## config.mk

```make
export PLATFORM = sky130hd
export DESIGN_NAME = cdb_arbiter
export DESIGN_NICKNAME = d
export VERILOG_FILES = /design/src/rtl/cdb_arbiter.sv
export SDC_FILE = /design/constraint.sdc
export NUM_CORES = 1
export LEC_CHECK = 0
export ABC_AREA = 1
export BUFFER_PORTS_ARGS = -buffer_cell sky130_fd_sc_hd__buf_4
export CAP_MARGIN = 20
export CORE_UTILIZATION = 47
export CTS_BUF_LIST = sky130_fd_sc_hd__clkbuf_4
export DETAILED_ROUTE_END_ITERATION = 16
export GPL_TIMING_DRIVEN = 0
export HOLD_SLACK_MARGIN = 0.1
export PLACE_DENSITY = 0.89
export SLEW_MARGIN = 20
export SYNTH_ARGS = -nofsm -noshare
export SYNTH_HDL_FRONTEND = slang
export SYNTH_SLANG_ARGS = --single-unit
export TNS_END_PERCENT = 10
```

## constraint.sdc

```tcl
create_clock -name clk -period 4.3 [get_ports clk]
set_input_delay 0.86 -clock clk [delete_from_list [all_inputs] [get_ports clk]]
set_output_delay 0.86 -clock clk [all_outputs]
set_load 0.02 [all_outputs]
```

## src/rtl/cdb_arbiter.sv

```systemverilog
// cdb_arbiter: round-robin arbiter for the Common Data Bus.
// Grants one requesting functional unit per cycle (combinational ack).
// Latches the winner's result and label, and broadcasts them on the
// following cycle. A grant carrying label 0 is still acknowledged, but
// its broadcast is suppressed and the sticky labelErr flag is raised.
module cdb_arbiter #(
    parameter int N_SRC   = 4,
    parameter int DATA_W  = 32,
    parameter int LABEL_W = 4
) (
    input  logic                       clk,
    input  logic                       nRST,
    input  logic [N_SRC-1:0]           require,
    input  logic [N_SRC*DATA_W-1:0]    dataIn,
    input  logic [N_SRC*LABEL_W-1:0]   labelIn,
    input  logic                       hold,
    output logic [N_SRC-1:0]           requireAC,
    output logic                       BCEN,
    output logic [DATA_W-1:0]          BCdata,
    output logic [LABEL_W-1:0]         BClabel,
    output logic                       labelErr
);

    localparam int PTR_W = (N_SRC > 1) ? $clog2(N_SRC) : 1;

    logic [PTR_W-1:0]   r_ptr;
    logic               r_bcen;
    logic [DATA_W-1:0]  r_bcdata;
    logic [LABEL_W-1:0] r_bclabel;
    logic               r_label_err;

    logic               w_found;
    logic [PTR_W-1:0]   w_gidx;
    logic [N_SRC-1:0]   w_grant;
    logic [DATA_W-1:0]  w_gdata;
    logic [LABEL_W-1:0] w_glabel;
    logic [PTR_W-1:0]   w_ptr_next;

    // Scan requests starting at r_ptr with wrap-around; first hit wins.
    // Reset and hold both suppress the grant entirely.
    always_comb begin
        int idx;
        w_found = 1'b0;
        w_gidx  = '0;
        w_grant = '0;
        idx     = 0;
        for (int k = 0; k < N_SRC; k++) begin
            idx = int'(r_ptr) + k;
            if (idx >= N_SRC) begin
                idx = idx - N_SRC;
            end
            if (!w_found && require[idx]) begin
                w_found = 1'b1;
                w_gidx  = idx[PTR_W-1:0];
            end
        end
        if (hold || nRST) begin
            w_found = 1'b0;
        end
        if (w_found) begin
            w_grant[w_gidx] = 1'b1;
        end
    end

    // Select the winning unit's payload and the next priority index.
    always_comb begin
        w_gdata    = dataIn[w_gidx*DATA_W +: DATA_W];
        w_glabel   = labelIn[w_gidx*LABEL_W +: LABEL_W];
        w_ptr_next = (w_gidx == PTR_W'(N_SRC - 1)) ? '0 : w_gidx + 1'b1;
    end

    // Pointer advance, broadcast latch and sticky label-0 error flag.
    always_ff @(posedge clk) begin
        if (nRST) begin
            r_ptr       <= '0;
            r_bcen      <= 1'b0;
            r_bcdata    <= '0;
            r_bclabel   <= '0;
            r_label_err <= 1'b0;
        end else if (w_found) begin
            r_ptr     <= w_ptr_next;
            r_bcdata  <= w_gdata;
            r_bclabel <= w_glabel;
            r_bcen    <= (w_glabel != '0);
            if (w_glabel == '0) begin
                r_label_err <= 1'b1;
            end
        end else begin
            r_bcen <= 1'b0;
        end
    end

    assign requireAC = w_grant;
    assign BCEN      = r_bcen;
    assign BCdata    = r_bcdata;
    assign BClabel   = r_bclabel;
    assign labelErr  = r_label_err;

endmodule
```

==> results of run 1 <==
layer usage:
layer | global-route usage | routed length (µm) | vias up
met1 | 0.381 | 4160 | 1732
met5 | 0 | 0 | -
met2 | 0.593 | 5260 | 198
met4 | 0.0857 | 240 | 0
met3 | 0.0716 | 973 | 26
li1 | - | - | 1902
cell type report:
cell class | count | share of cell area
Clock buffer | 6 | 0.0101
Tap cell | 75 | 0.0210
Timing Repair Buffer | 192 | 0.322
Buffer | 35 | 0.0467
Multi-Input combinational cell | 337 | 0.397
Inverter | 26 | 0.0218
Sequential cell | 40 | 0.179
Clock inverter | 2 | 0.00252
power breakdown:
part	leakage, nW	internal (mW)	switching, mW
combinational	1.81	0.543	0.796
sequential	0.330	0.421	0.0271
clock	0.0293	0.0687	0.139
total	2.17	1.03	0.963
worst max path at each step:
stage	start	endpoint	slack, ns
4_1_cts	require[1]	requireAC[0]	0.69
3_5_place_dp	require[1]	requireAC[0]	0.70
6_report	require[1]	requireAC[0]	0.70
2_1_floorplan	require[3]	requireAC[1]	1.07
5_1_grt	require[1]	requireAC[3]	0.50
3_3_place_gp	require[3]	requireAC[3]	0.77
cell usage after synthesis, drive strengths merged:
library cell	instances	area, µm²
dfxtp	40	801
nand4	1	6.26
nand3	22	145
a31oi	36	225
nand3b	2	15.0
ha	4	50.1
nor2	71	274
a21oi	3	15.0
o21ai	73	365
or2	32	200
clkbuf	10	37.5
inv	26	97.6
nand2	61	239
o211ai	32	240
buf	25	171
cell families (layout without fill, tap and decap cells):
family,Yosys count,in the layout,synth area share
compound gates,144,144,0.293
fa+ha+maj,4,4,0.0174
buf+inv,61,261,0.106
flops,40,40,0.278
simple gates,189,189,0.305
metrics by stage:
step | util | power (mW) | hold WS, ns
detailed placement | 0.746 | 1.78 | 0.446
CTS | 0.756 | 1.98 | 0.464
global route | 0.756 | 2.14 | 0.498
floorplan | - | 1.36 | 0.507
global placement | 0.746 | 1.75 | 0.439
finish | 0.756 | 1.99 | 0.460
critical path: stages:
cell and delay (ns):
buf_4 0.11, inv_1 0.07, nand2_1 0.07, nand3_1 0.12
nand2_2 0.09, nor2_4 0.16, nand4_1 0.13, nand2_2 0.17
buf_4 0.20, buf_2 0.26, ha_1 0.18, inv_1 0.04
nor2_1 0.11, buf_4 0.16
state kept, by name, summed over array words and instances (netlist names):
register  cells
BCEN          1
BClabel       4
labelErr      1
BCdata       32
r_ptr         2
placed cells by master, fill, tap and decap left out, drive strengths merged:
cell type	Yosys	layout
a21oi	3	3
ha	4	4
clkbuf	10	16
dfxtp	40	40
clkinv	0	1
nand4	1	1
buf	25	217
clkinvlp	0	1
nand2	61	61
inv	26	26
a31oi	36	36
o21ai	73	73
o211ai	32	32
nand3	22	22
or2	32	32
nor2	71	71
nand3b	2	2
==> flow_metrics.tcl, run 1 <==
set metrics [dict create \
    status "complete, no violations" \
    period_share 0.837 \
    dp_hpwl_um 8200 \
    rsz0062_at_grt "no" \
    critical_path_class "in2out" \
    routed_wl_um 10600 \
    worst_skew_pair.late_latency_ns 0.37 \
    fill_cells 480 \
    num_rows 28 \
    power.leakage_nw 2.17 \
    start_util 0.487 \
    finalSetupViolCount 0 \
    diodes 0 \
    cp.required_ns 3.44 \
    worst_pin_slew_ns 0.542 \
    final_nets 792 \
    maxCapViolations 0 \
    root_buffer "clkbuf_4" \
    hold_viol 0 \
    hold_class "reg2reg" \
    arrival_ns 2.74 \
    r2r_slack_ns 1.95 \
    io-pin-count 193 \
    hold-path-cell-count 2 \
    setup_tns_ns 0 \
    clock_path_buffers 2 \
    drtIter0Drc 160 \
    grt_max_degree 13 \
    drtAntennaViolNets 0 \
    synth_nets 593 \
    reg2reg_depth 15 \
    htree_num_levels 2 \
    cts_hold_buf 0 \
    cts_buffers 5 \
    die_area_um2 6450 \
    ys_warn_count 0 \
    cts_tree "built" \
    cts_sinks 40 \
    synth.avg_cell_area_um2 6.58 \
    worst_slack_ns 0.700 \
    final_layout_size_suffix_gt1_frac 0.379 \
    fin_area_um2 4470 \
    drt-pass1-iter-count 5 \
    post-route-drc-count 0 \
    grt_first_pass_wirelength_um 16300 \
    regArea_um2 801 \
    regToRegStartpoint "r_ptr[0]" \
    skew_ns 0.0152 \
    globalplace.congestion 0.900 \
    crit_path_end_kind "output port" \
    power_density_nw_per_um2 446 \
    start_kind "input port" \
    wl_per_cell_um 14.9 \
    dp_worst_setup_slack_ns 0.703 \
    grt_util_all_layers 0.326 \
    yosysSeqAreaShare 0.278 \
    ys_types 25 \
    ir_worst_vdd_mv 0.272 \
    viasPerCell 5.41 \
    synthToLayoutAreaGrowth_pct 55.2 \
    syn_inst 438 \
    slew-limit-headroom 0.639 \
    port_buffers 192 \
    antenna_found_initial 0 \
    grt_overflow 0 \
    placed_cell_area_um2 4420 \
    fmaxAchievable_mhz 278 \
    path_max_fanout 11 \
    placed_cells 705 \
    path_clk_slew_ns 0.12 \
    worst_r2r_endpoint "r_ptr[1]" \
    holdPathEnd "labelErr" \
    final_cells 713 \
    grt_pass1_vias 3458 \
    die-height_um 80.3 \
    min_from "labelErr" \
    vias 3858 \
    syn-cell-area_um2 2880 \
    drv_slew 0 \
    finalWorstPathRequiredPeriod_ns 3.60 \
    postCtsSetupBuffers 0 \
    die_w_um 80.3 \
    synth-seq-cells 40 \
    multi_input_area_um2 1780 \
    cts_resized 0 \
    core_area_um2 5920 \
]
(Power assumes the default switching activity.)
==> inputs of run 2 (changes only) <==
--- a/config.mk
+++ b/config.mk
@@ -5,15 +5,15 @@
 export SDC_FILE = /design/constraint.sdc
 export NUM_CORES = 1
 export LEC_CHECK = 0
-export ABC_AREA = 1
+export ABC_AREA = 0
 export BUFFER_PORTS_ARGS = -buffer_cell sky130_fd_sc_hd__buf_4
 export CAP_MARGIN = 20
-export CORE_UTILIZATION = 47
+export CORE_UTILIZATION = 43
 export CTS_BUF_LIST = sky130_fd_sc_hd__clkbuf_4
 export DETAILED_ROUTE_END_ITERATION = 16
 export GPL_TIMING_DRIVEN = 0
 export HOLD_SLACK_MARGIN = 0.1
-export PLACE_DENSITY = 0.89
+export PLACE_DENSITY = 0.84
 export SLEW_MARGIN = 20
 export SYNTH_ARGS = -nofsm -noshare
 export SYNTH_HDL_FRONTEND = slang
==> constraint.sdc (replaced) <==
create_clock -name clk -period 3.5 [get_ports clk]
set_input_delay 0.7 -clock clk [delete_from_list [all_inputs] [get_ports clk]]
set_output_delay 0.7 -clock clk [all_outputs]
set_load 0.02 [all_outputs]
==> flow_metrics.tcl, run 2 <==
set metrics [dict create \
    ys_top_cells_by_area "dfxtp_1 30%, nand2_1 15%, a311o_1 12%" \
    layout_commonest_cell "buf_4" \
    routed_wl_um 10300 \
    crit_path_end_kind "output port" \
    cp.required_ns 2.80 \
    skew_ns 0.0118 \
    grt_pass1_vias 3322 \
    hold_class "reg2reg" \
    root_buffer "clkbuf_4" \
    ys_warn_count 0 \
    critPathMostFrequentCell "buf_4" \
    ys_types 30 \
    antenna_found_initial 0 \
    slowest_stage "or3b_1" \
    die_w_um 81.2 \
    wl_per_cell_um 15.8 \
    arrival_ns 2.58 \
    period_share 0.937 \
    synthArstFlopShare 0 \
    drtIter0Drc 191 \
    final_nets 729 \
    die-height_um 81.2 \
    synth_edf_count 0 \
    fill_cells 532 \
    whs_ns 0.460 \
    grt_overflow 0 \
    vias 3631 \
    die_area_um2 6600 \
    finish.utilization 0.716 \
    critical_path_class "in2out" \
    critical-path-max-stage-delay_ns 0.38 \
    r2r_slack_ns 1.29 \
    worst_slack_ns 0.219 \
    yosysSeqAreaShare 0.297 \
    synth.avg_cell_area_um2 7.20 \
    netlist.area_leader.share 0.297 \
    post-route-drc-count 0 \
    viasPerCell 5.59 \
    postCtsSetupBuffers 0 \
    synth.most_common_cell "nand2_1" \
    grt_first_pass_wirelength_um 15200 \
    final_layout_size_suffix_gt1_frac 0.376 \
    cts_resized 0 \
    synth_nets 530 \
    num_rows 28 \
    dp_hpwl_um 7960 \
    diodes 0 \
    path_cells "buf_4 > nor2b_1 > or3b_1 > a21oi_2 > buf_4 > buf_2 > inv_1 > ha_1 > and2_1 > buf_4" \
    finalWorstPathRequiredPeriod_ns 3.28 \
    grt_util_all_layers 0.302 \
    dp_worst_setup_slack_ns 0.207 \
    power.leakage_nw 2.09 \
    fmaxAchievable_mhz 305 \
    ir_worst_vdd_mv 0.193 \
    power_density_nw_per_um2 346 \
    setup_tns_ns 0 \
    grt_max_degree 12 \
    clock_path_buffers 2 \
    syn-cell-area_um2 2700 \
    drtAntennaViolNets 0 \
    finalSetupViolCount 0 \
    core_area_um2 5990 \
    netlist_top_cells_count "107 x nand2_1, 40 x dfxtp_1, 39 x a21oi_1" \
    cts_tree "built" \
    path_clk_slew_ns 0.11 \
    status "complete, no violations" \
    path_max_fanout 11 \
    slew-limit-headroom 0.659 \
    start_kind "input port" \
    rsz0062_at_grt "no" \
    cts_sinks 40 \
    cts_buffers 5 \
    synth_top_area_cell "dfxtp_1" \
    port_buffers 192 \
    drv_slew 0 \
    io-pin-count 193 \
    hold_viol 0 \
    drt-pass1-iter-count 4 \
    synth-seq-cells 40 \
    cts_hold_buf 0 \
    worst_pin_slew_ns 0.511 \
    largest_reg_flops 32 \
    globalplace.congestion 0.875 \
    start_util 0.451 \
    syn_inst 375 \
    maxCapViolations 0 \
    synthToLayoutAreaGrowth_pct 58.9 \
    htree_num_levels 2 \
    final_cell_mix "196 x buf_4, 107 x nand2_1, 40 x dfxtp_1" \
    worst_skew_pair.late_latency_ns 0.35 \
    synth-main-ff-cell "dfxtp_1" \
]
run 2: changes by cell type after synthesis, sizes merged, moves of 12 or more:
cell,previous run,this run
nor2,71,5
or2,32,0
o211ai,32,0
a31oi,36,0
clkbuf,10,22
nand2,61,107
and3,0,36
a211oi,0,34
a21oi,3,40
inv,26,4
o21ai,73,4
a311o,0,32
run 2: where the power goes:
group	total [mW]	internal (mW)	switching, mW
registers	0.532	0.504	0.0282
logic	0.710	0.332	0.378
clock network	0.244	0.0929	0.151
run 2: area by class of cell:
class,instances,area [µm²],share of cell area
Buffer,37,171,0.0399
Multi-Input combinational cell,294,1710,0.399
Tap cell,75,93.8,0.0219
Timing Repair Buffer,192,1440,0.336
Inverter,4,15.0,0.00350
Sequential cell,40,801,0.187
Clock inverter,1,3.75,0.000875
Clock buffer,7,52.6,0.0122
run 2: path summary, 6_finish.rpt:
| path | to | cells after the start | from |
|---|---|---|---|
| worst max-delay path | requireAC[0] | 10 | require[2] |
| worst min-delay path | BCdata[6] | 2 | BCdata[6] |
| worst max register to register | BCdata[17] | 9 | r_ptr[1] |
| worst min register to register | BCdata[6] | 2 | BCdata[6] |
run 2: cells by family (layout without fill, tap and decap cells):
logic type / count (synthesis) / count (layout) / share of synthesized area
AND/OR/NAND/NOR: 171 / 171 / 0.289
AO/OA/AOI/OAI: 119 / 119 / 0.327
buffers and inverters: 41 / 241 / 0.0690
flip-flops: 40 / 40 / 0.297
adder cells (fa/ha/maj): 4 / 4 / 0.0185
run 2: per-layer routing:
| metal | up-vias | track usage | share of wire |
|---|---|---|---|
| li1 | 1766 | - | - |
| met2 | 170 | 0.540 | 0.50 |
| met4 | 0 | 0.139 | 0.025 |
| met5 | - | 0 | 0 |
| met1 | 1675 | 0.327 | 0.38 |
| met3 | 20 | 0.0854 | 0.089 |
run 2: worst max-delay path, delay by kind of cell:
family / cells / cell delay [ns]
AO/OA/AOI/OAI: 1 / 0.18
adder cells (fa/ha/maj): 1 / 0.20
buffers and inverters: 5 / 0.81
AND/OR/NAND/NOR: 3 / 0.68
run 2: stage by stage:
| step | total power, mW | instances | cell area [µm²] |
|---|---|---|---|
| final | 1.49 | 650 | 4290 |
| after global routing | 1.57 | 650 | 4290 |
| after CTS | 1.48 | 650 | 4290 |
| after detailed placement | 1.25 | 642 | 4240 |
| after global placement | 1.23 | 642 | 4240 |
| after floorplan | 0.936 | 375 | 2700 |
